===== config.mk =====
export PLATFORM = sky130hd
export DESIGN_NAME = capture_ctrl
export DESIGN_NICKNAME = d
export VERILOG_FILES = /design/src/rtl/capture_ctrl_pkg.sv /design/src/rtl/capture_ctrl_timeout.sv /design/src/rtl/capture_ctrl.sv
export SDC_FILE = /design/constraint.sdc
export NUM_CORES = 1
export LEC_CHECK = 0
export BUFFER_PORTS_ARGS = -buffer_cell sky130_fd_sc_hd__buf_4
export CAP_MARGIN = 40
export CORE_ASPECT_RATIO = 0.7
export CORE_MARGIN = 3
export CORE_UTILIZATION = 49
export CTS_CLUSTER_DIAMETER = 30
export CTS_CLUSTER_SIZE = 20
export DETAILED_ROUTE_END_ITERATION = 10
export HOLD_SLACK_MARGIN = 0.12
export PLACE_DENSITY = 0.86
export SLEW_MARGIN = 30
export SYNTH_ARGS = -nofsm -noshare
export SYNTH_HDL_FRONTEND = slang
export SYNTH_SLANG_ARGS = --single-unit

===== constraint.sdc =====
create_clock -name clock_i -period 3.58 [get_ports clock_i]
set_input_delay 0.716 -clock clock_i [delete_from_list [all_inputs] [get_ports clock_i]]
set_output_delay 0.716 -clock clock_i [all_outputs]
set_load 0.02 [all_outputs]

===== src/rtl/capture_ctrl_pkg.sv =====
// capture_defs: shared definitions for the capture sequencer.
//   - ctrl_state_e : FSM state encodings, also exported on state_o
//   - STATE_W      : width of the state code
//   - DEF_TIMEOUT  : default ALIGN+LOCK cycle budget before a forced retry
//   - DEF_MAX_RETRY: default number of retries before FAULT
// The default constants are shared with the register map.
package capture_defs;

  localparam int STATE_W       = 3;
  localparam int DEF_TIMEOUT   = 3000;
  localparam int DEF_MAX_RETRY = 5;

  typedef enum logic [STATE_W-1:0] {
    CTRL_IDLE  = 3'd0,
    CTRL_ALIGN = 3'd1,
    CTRL_LOCK  = 3'd2,
    CTRL_RUN   = 3'd3,
    CTRL_RETRY = 3'd4,
    CTRL_FAULT = 3'd5
  } ctrl_state_e;

  // The timeout budget covers ALIGN and LOCK together.
  function automatic logic in_align_window(input ctrl_state_e s);
    return (s == CTRL_ALIGN) || (s == CTRL_LOCK);
  endfunction

endpackage


===== src/rtl/capture_ctrl_timeout.sv =====
// capture_timeout: alignment-timeout counter.
//   clk      - clock
//   rst_n    - asynchronous active-low reset, count -> 0
//   clear    - synchronous clear (loads 0), has priority over enable
//   enable   - count up by one per cycle
//   terminal - high while the count equals TIMEOUT-1
// The count stops at TIMEOUT-1, so it can never wrap while the FSM is
// still inside the ALIGN/LOCK window.
module capture_timeout #(
  parameter int TBITS   = 12,
  parameter int TIMEOUT = 3000
) (
  input  logic clk,
  input  logic rst_n,
  input  logic clear,
  input  logic enable,
  output logic terminal
);

  localparam logic [TBITS-1:0] LAST_COUNT = TBITS'(TIMEOUT - 1);

  logic [TBITS-1:0] count_reg;

  assign terminal = (count_reg == LAST_COUNT);

  always_ff @(posedge clk or negedge rst_n) begin
    if (!rst_n) begin
      count_reg <= '0;
    end else if (clear) begin
      count_reg <= '0;
    end else if (enable && !terminal) begin
      count_reg <= count_reg + 1'b1;
    end
  end

endmodule


===== src/rtl/capture_ctrl.sv =====
// capture_ctrl: sequencer for the multi-channel capture/alignment datapath.
//   clock_i     - oversampling clock (shared with the datapath)
//   reset_ni    - asynchronous active-low reset
//   enable_i    - capture requested (level)
//   lockeds_i   - per-channel locked flags
//   invalids_i  - per-channel invalid flags
//   valid_i     - aligned data valid
//   error_i     - aggregate tracking-lost flag
//   align_o     - datapath align request
//   clear_o     - one-cycle error-clear pulse (on RETRY)
//   acks_o      - one-cycle per-channel retry pulses (on RETRY)
//   running_o   - capture running and valid
//   fault_o     - retries exhausted
//   state_o     - current state code
//   retries_o   - completed RETRY visits since last IDLE
// All outputs are registered and decoded from the next state, so they
// change on the same edge as the state register.
module capture_ctrl
  import capture_defs::*;
#(
  parameter int WIDTH     = 24,
  parameter int MSB       = WIDTH - 1,
  parameter int TBITS     = 12,
  parameter int TIMEOUT   = DEF_TIMEOUT,
  parameter int RBITS     = 3,
  parameter int MAX_RETRY = DEF_MAX_RETRY
) (
  input  logic               clock_i,
  input  logic               reset_ni,
  input  logic               enable_i,
  input  logic [MSB:0]       lockeds_i,
  input  logic [MSB:0]       invalids_i,
  input  logic               valid_i,
  input  logic               error_i,
  output logic               align_o,
  output logic               clear_o,
  output logic [MSB:0]       acks_o,
  output logic               running_o,
  output logic               fault_o,
  output logic [STATE_W-1:0] state_o,
  output logic [RBITS-1:0]   retries_o
);

  localparam logic [RBITS-1:0] RETRY_LIMIT = RBITS'(MAX_RETRY);

  ctrl_state_e      state_reg, state_next;
  logic [RBITS-1:0] retries_reg, retries_next;
  logic             align_reg, clear_reg, running_reg, fault_reg;
  logic [MSB:0]     acks_reg;

  logic             all_locked;
  logic             timer_tc;
  logic             timer_run;
  logic [MSB:0]     fault_mask;
  logic [MSB:0]     ack_mask;

  assign all_locked = &lockeds_i;
  assign fault_mask = invalids_i | ~lockeds_i;
  // With no specific culprit (e.g. aggregate error or plain timeout while
  // locked), every channel is told to retry.
  assign ack_mask   = (fault_mask == '0) ? '1 : fault_mask;

  // The timer only keeps counting while staying inside ALIGN/LOCK; any
  // entry into the window starts it from zero.
  assign timer_run  = in_align_window(state_reg) && in_align_window(state_next);

  capture_timeout #(
    .TBITS   (TBITS),
    .TIMEOUT (TIMEOUT)
  ) u_timeout (
    .clk      (clock_i),
    .rst_n    (reset_ni),
    .clear    (!timer_run),
    .enable   (timer_run),
    .terminal (timer_tc)
  );

  always_comb begin
    state_next = state_reg;
    if (!enable_i) begin
      state_next = CTRL_IDLE;
    end else begin
      case (state_reg)
        CTRL_IDLE:  state_next = CTRL_ALIGN;
        CTRL_ALIGN: begin
          if (all_locked)    state_next = CTRL_LOCK;
          else if (timer_tc) state_next = CTRL_RETRY;
        end
        CTRL_LOCK: begin
          // valid_i beats a simultaneous timeout
          if (valid_i)                       state_next = CTRL_RUN;
          else if (!all_locked || timer_tc)  state_next = CTRL_RETRY;
        end
        CTRL_RUN: begin
          if (error_i || (|invalids_i)) state_next = CTRL_RETRY;
        end
        CTRL_RETRY: begin
          if (retries_reg == RETRY_LIMIT) state_next = CTRL_FAULT;
          else                            state_next = CTRL_ALIGN;
        end
        CTRL_FAULT: state_next = CTRL_FAULT;
        default:    state_next = CTRL_IDLE;
      endcase
    end
  end

  // Increment only on RETRY -> ALIGN, which never happens at the limit,
  // so the counter saturates at MAX_RETRY without an explicit clamp.
  always_comb begin
    retries_next = retries_reg;
    if (state_next == CTRL_IDLE) begin
      retries_next = '0;
    end else if (state_reg == CTRL_RETRY && state_next == CTRL_ALIGN) begin
      retries_next = retries_reg + 1'b1;
    end
  end

  always_ff @(posedge clock_i or negedge reset_ni) begin
    if (!reset_ni) begin
      state_reg   <= CTRL_IDLE;
      retries_reg <= '0;
      align_reg   <= 1'b0;
      clear_reg   <= 1'b0;
      acks_reg    <= '0;
      running_reg <= 1'b0;
      fault_reg   <= 1'b0;
    end else begin
      state_reg   <= state_next;
      retries_reg <= retries_next;
      align_reg   <= (state_next == CTRL_ALIGN) || (state_next == CTRL_LOCK) ||
                     (state_next == CTRL_RUN);
      clear_reg   <= (state_next == CTRL_RETRY);
      acks_reg    <= (state_next == CTRL_RETRY) ? ack_mask : '0;
      // running asserts from the second RUN cycle and drops on the edge
      // that leaves RUN.
      running_reg <= (state_reg == CTRL_RUN) && (state_next == CTRL_RUN);
      fault_reg   <= (state_next == CTRL_FAULT);
    end
  end

  assign state_o   = state_reg;
  assign retries_o = retries_reg;
  assign align_o   = align_reg;
  assign clear_o   = clear_reg;
  assign acks_o    = acks_reg;
  assign running_o = running_reg;
  assign fault_o   = fault_reg;

endmodule


==> results of run 1 <==
-- layout make-up --
cell class                 instances  area [um2]
timing repair buffer              95         713
clock buffer                       5        68.8
tap                               55        68.8
inverter                           4        15.0
clock inverter                     3        45.0
sequential                        46        1150
fill                             345        1270
multi-input combinational        185        1140
-- path summary, 6_finish.rpt --
path | depth (start not counted) | end
setup / recovery | 8 | acks_o[19]
max in group asynchronous | 1 | acks_o[1]
min in group clock_i | 1 | retries_o[2]
setup reg to reg | 8 | acks_o[19]
hold / removal | 1 | acks_o[18]
hold reg to reg | 1 | retries_o[2]
-- critical path, stage by stage, from the launching register on --
cell and delay, ns:
dfrtp_1 0.42, ha_1 0.24, nand2_1 0.17, or4_4 0.60, and4_4 0.20, a211o_4 0.33
or4_1 0.69, buf_4 0.28, nor2_1 0.12
-- cell families (layout without fill, tap and decap cells) --
kind of cell             count (synthesis)  after routing  synth area share, %
AND/OR/NAND/NOR                        155            155                 37.0
flip-flops                              46             46                 49.0
AO/OA/AOI/OAI                           13             13                 4.47
XOR/XNOR                                12             12                 4.47
buffers and inverters                   12            107                 2.61
adder cells (fa/ha/maj)                  3              3                 1.60
multiplexers                             2              2                0.852
-- routing by layer --
| layer | up-vias | global-route usage, % | routed length (um) |
|---|---|---|---|
| met5 | - | 0 | 0 |
| met4 | 0 | 4.72 | 79 |
| met3 | 10 | 6.96 | 681 |
| met2 | 121 | 39.4 | 3140 |
| met1 | 1097 | 37.1 | 3050 |
| li1 | 1043 | - | - |
-- stage by stage --
| step | utilization, % | std cells | hold WS [ns] |
|---|---|---|---|
| finish | 71.6 | 393 | 0.409 |
| CTS | 71.6 | 393 | 0.426 |
| global placement | 68.9 | 384 | 0.505 |
| global route | 71.6 | 393 | 0.433 |
| detailed placement | 69.1 | 385 | 0.513 |
| floorplan | - | 243 | 0.420 |
-- power by group through the flow --
stage	clock, W	combinational (W)	sequential (W)
global route	0.000424	0.000123	0.000524
global placement	0	0.000108	0.000534
CTS	0.000395	0.000111	0.000524
finish	0.000388	0.000112	0.000524
detailed placement	0	0.000110	0.000534
floorplan	0	0.0000351	0.000535
-- Yosys cell counts (5+ instances only) --
library cell,n,area share [%]
nor4_1,23,6.1
nand3_1,12,2.6
nand2b_1,20,5.3
nor2_2,11,2.9
nand2_1,8,1.3
xnor2_1,6,2.2
nor2_1,43,6.9
dfrtp_1,46,49
nor3b_1,5,1.6
xor2_1,6,2.2
nand4_1,8,2.1
clkbuf_1,5,0.80
==> out/metrics.csv, run 1 <==
stage,metric,value,unit
timing,RSZ-0062 raised after global routing,no,
detailed_routing,router iterations before antenna repair,5,
yosys,"Seq/Total Area, Yosys",49.0,%
setup_path,crit path capture type,flip-flop,
power,Seq pwr share,51.1,%
outcome,status,"finished, final reports clean",
timing,fin crit period,3.13,ns
detailed_routing,Initial DRC Count,180,
timing,post-route setup slack,0.453,ns
yosys,Netlist cell types,43,
placed_design,Post-DP HPWL,5350,um
timing,Fin. Hold Viols,0,
setup_path,crit path max fanout,11,
global_routing,global route total overflow,0,
timing,crit share post-route,87.4,%
run,Max Cap Viol,0,
placed_design,gpl congestion,0.944,
layout,Final nets,393,
timing,max-slew violation count,0,
power,Net Sw Power,0.000239,W
layout,Area growth syn-to-layout,36.4,%
power,part of the power in combinational logic,11.0,%
timing,worst-margin pin slew,0.770,ns
global_routing,initial antenna violation count,0,
placed_design,IO buf count,86,
yosys,number of flops mapped to enable cells by yosys,0,
clocking,PostCTS Resize Cnt,0,
setup_path,CP Class,flip-flop to flip-flop,
detailed_routing,DRC Markers,0,
setup_path,CP startpoint,u_timeout.count_reg[0],
power,sw frac,23.3,%
power,Clk pwr share,37.9,%
timing,Fmax achieved,0.320,GHz
die,Initial Util,52.5,%
clocking,# clock sinks,46,
die,CORE AREA,4480,um2
die,Die Span X,88.8,um
setup_path,worst path required time,3.81,ns
clocking,H-tree levels,2,
die,Die Y-Extent,64.0,um
setup_path,Startpoint Class,flip-flop,
yosys,YS warnings,0,
power,total power,0.00102,W
setup_path,Arrival @ worst endpoint,3.36,ns
yosys,fraction of registers with async set/reset,100,%
layout,Largest register FFs,24,
layout,"commonest non-fill, non-tap cell in the layout",buf_4,
layout,Antenna Cells,0,
power,Max IR drop VDD,0.227,mV
yosys,Synth Cell Area,2350,um2
placed_design,dpl ws,0.452,ns
yosys,register bit count reported by yosys,46,
clocking,Clock Latency Late Sink,0.30,ns
yosys,synthesized instance count,243,
timing,Clock Skews,0.00371,ns
timing,Rel. slew slack,48.2,%
global_routing,Total GRT Usage,25.8,%
detailed_routing,Routed Antenna Nets,0,
timing,Final setup violation count,0,
clocking,clk buf depth,2,
clocking,Num CTS Buffers,5,
clocking,setup repair bufs after CTS,0,
clocking,CTS tree,built,
setup_path,worst r2r src,u_timeout.count_reg[0],
global_routing,first-pass GRT wire length,11100,um
power,leak pwr,1.52,nW
die,row cnt,20,
timing,final setup TNS,0,ns
die,I/O Pins,87,
global_routing,pin count of the biggest net entering global routing,47,
detailed_routing,Vias/cell,5.78,
layout,Final Cell Area,3210,um2
detailed_routing,via count,2271,
clocking,root buf cell,clkbuf_8,
clocking,clock slew at reported path FFs,0.09,ns
min_path,Worst Hold Class,primary input to asynchronous set/reset pin,
global_routing,vias in the first global route,2202,
placed_design,Post-DP Area,3090,um2
detailed_routing,Wirelength per Cell,17.7,um
layout,most frequent cells in the layout,"buf_4, dfrtp_1, nor2_1, nor4_1, nand2b_1",
yosys,top_reg_cell synth,dfrtp_1,
yosys,average cell area after synthesis,9.67,um2
detailed_routing,Post-Route WL,6950,um
clocking,Post-CTS Hold Fix Bufs,0,
yosys,Syn Nets,299,
power,Pwr per Cell Area,319,nW/um2
power,internal power,0.000786,W
setup_path,reg2reg setup slack,0.45,ns
die,Die ar.,5680,um2
layout,fraction of layout cells with a size suffix above 1,36.4,%
Note: power is estimated with default switching activity, not from simulation.
==> run 2: changes to the inputs <==
- CELL_PAD_IN_SITES_DETAIL_PLACEMENT: not set -> 0
- CELL_PAD_IN_SITES_GLOBAL_PLACEMENT: not set -> 1
- CORE_UTILIZATION: 49 -> 36
==> out/metrics.csv, run 2 (synthesis results as in run 1) <==
stage,metric,value,unit,change
outcome,status,"finished, final reports clean",,
min_path,Worst Hold Class,primary input to asynchronous set/reset pin,,
power,internal power,0.000755,W,-3.9%
setup_path,crit path capture type,flip-flop,,
power,Net Sw Power,0.000235,W,-1.8%
setup_path,reg2reg setup slack,0.52,ns,+0.07 ns
setup_path,"Slowest-stage cell, CP",or4_1,,
die,I/O Pins,87,,unchanged
layout,Area growth syn-to-layout,36.5,%,about the same
detailed_routing,router iterations before antenna repair,4,,-1
power,Clk pwr share,35.7,%,-2.2 points
die,Die Y-Extent,73.6,um,+15%
clocking,PostCTS Resize Cnt,0,,unchanged
timing,Rel. slew slack,53.2,%,+5.1 points
layout,Antenna Cells,0,,unchanged
die,Initial Util,39.1,%,-13 points
setup_path,Startpoint Class,flip-flop,,
setup_path,worst reg-to-reg path cell count,8,,unchanged
clocking,# clock sinks,46,,unchanged
clocking,Num CTS Buffers,5,,unchanged
setup_path,Arrival @ worst endpoint,3.30,ns,-0.06 ns
placed_design,gpl congestion,0.933,,-1.1%
power,Pwr per Cell Area,308,nW/um2,-3.5%
power,total power,0.000989,W,-3.4%
detailed_routing,DRC Markers,0,,unchanged
clocking,CTS tree,built,,
detailed_routing,via count,2194,,-3.4%
layout,most frequent cells in the layout,"buf_4, dfrtp_1, nor2_1, nor4_1, nand2b_1",,
placed_design,IO buf count,86,,unchanged
clocking,setup repair bufs after CTS,0,,unchanged
setup_path,CP Cell Sequence,"ha_1, nand2_1, or4_4, and4_4, a211o_4, or4_1, buf_4, nor2_2",,
clocking,Post-CTS Hold Fix Bufs,0,,unchanged
clocking,Clock Latency Late Sink,0.30,ns,about the same
timing,Fin. Hold Viols,0,,unchanged
die,Die Span X,103,um,+16%
power,Max IR drop VDD,0.175,mV,-23%
placed_design,Post-DP HPWL,5530,um,+3.3%
timing,worst hold slack,0.405,ns,-0.00353 ns
clocking,clk buf depth,2,,unchanged
power,sw frac,23.7,%,+0.39 points
timing,crit share post-route,85.5,%,-1.9 points
global_routing,pin count of the biggest net entering global routing,47,,unchanged
die,row cnt,23,,+15%
timing,final setup TNS,0,ns,unchanged
layout,Largest register FFs,24,,unchanged
clocking,clock slew at reported path FFs,0.09,ns,about the same
detailed_routing,Vias/cell,5.34,,-7.6%
die,Die ar.,7550,um2,+33%
global_routing,vias in the first global route,2206,,+0.18%
die,CORE AREA,6010,um2,+34%
power,Seq pwr share,53.0,%,+1.9 points
layout,Reg area,1150,um2,unchanged
setup_path,worst r2r src,u_timeout.count_reg[0],,
detailed_routing,Wirelength per Cell,17.0,um,-3.8%
global_routing,Total GRT Usage,19.5,%,-6.3 points
run,Max Cap Viol,0,,unchanged
detailed_routing,Post-Route WL,6990,um,+0.60%
layout,"commonest non-fill, non-tap cell in the layout",buf_4,,
clocking,root buf cell,clkbuf_8,,
timing,Final setup violation count,0,,unchanged
detailed_routing,Routed Antenna Nets,0,,unchanged
global_routing,global route total overflow,0,,unchanged
global_routing,initial antenna violation count,0,,unchanged
layout,Final nets,391,,-0.51%
setup_path,worst path required time,3.82,ns,about the same
setup_path,worst reg2reg endpoint,acks_o[12],,
clocking,H-tree levels,2,,unchanged
timing,Clock Skews,0.00927,ns,+0.00556 ns
timing,RSZ-0062 raised after global routing,no,,
setup_path,Critical Path Max Stage Delay,0.63,ns,-0.06 ns
layout,filler cell count,564,,+63%
power,part of the power in combinational logic,11.3,%,+0.3 points
timing,worst-margin pin slew,0.696,ns,-0.0749 ns
global_routing,first-pass GRT wire length,11300,um,+1.4%
detailed_routing,Initial DRC Count,175,,-2.8%
timing,fin crit period,3.06,ns,-0.0673 ns
setup_path,crit path max fanout,18,,+7
layout,Multi-input gate area,1140,um2,unchanged
layout,fraction of layout cells with a size suffix above 1,36.0,%,-0.38 points
power,leak pwr,1.51,nW,-0.36%
setup_path,CP Class,flip-flop to flip-flop,,
timing,Fmax achieved,0.327,GHz,+2.2%
timing,max-slew violation count,0,,unchanged
-- run 2: cell count changes in the layout (fill, tap and decap cells not counted) --
cell        change
bufinv_16       -1
clkinv_4        +1
clkinvlp_4      -2
buf_4           -2
clkbuf_8        +2
-- run 2: routing by layer --
metal	GRT usage (%)	wire length, um
met5	0	0
met4	6.26	74
met3	3.51	402
met2	29.5	3100
met1	28.3	3410
-- run 2: worst max-delay path: cells and delay by family, from the launching register on --
| kind | cells | cell delay, ns |
|---|---|---|
| simple gates | 5 | 1.75 |
| flops | 1 | 0.40 |
| compound gates | 1 | 0.33 |
| buf+inv | 1 | 0.29 |
| fa+ha+maj | 1 | 0.23 |
-- run 2: final cells by class --
class / count / area share, %
Clock buffer: 7 / 3.00
Clock inverter: 1 / 0.273
Inverter: 4 / 0.468
Multi-Input combinational cell: 185 / 35.7
Sequential cell: 46 / 35.9
Tap cell: 75 / 2.93
Timing Repair Buffer: 93 / 21.8
-- run 2: how the worst max path moves through the flow --
stage                       endpoint                   start  depth (start not counted)  slack [ns]
final                     acks_o[12]  u_timeout.count_reg[0]                          8        0.52
after global placement    acks_o[16]            lockeds_i[9]                          8        0.53
after global routing      acks_o[16]  u_timeout.count_reg[0]                          8        0.25
after CTS                 acks_o[12]  u_timeout.count_reg[0]                          8        0.52
after floorplan           acks_o[12]  u_timeout.count_reg[3]                          8        0.89
after detailed placement  acks_o[12]            lockeds_i[9]                          8        0.49
-- run 2: stage by stage --
step	cell area (um2)	utilization [%]	cells	worst slack, ns
after detailed placement	3100	51.6	403	0.491
after CTS	3210	53.3	411	0.524
after global placement	3100	51.5	402	0.529
after floorplan	2350	-	243	0.893
final	3210	53.3	411	0.520
after global routing	3210	53.3	411	0.254
-- run 2: power by group through the flow --
stage | registers, W | logic, W | clock network (W)
6_report | 0.000524 | 0.000112 | 0.000353
5_1_grt | 0.000524 | 0.000123 | 0.000385
4_1_cts | 0.000524 | 0.000111 | 0.000363
3_5_place_dp | 0.000534 | 0.000111 | 0
3_3_place_gp | 0.000534 | 0.000110 | 0
2_1_floorplan | 0.000535 | 0.0000351 | 0
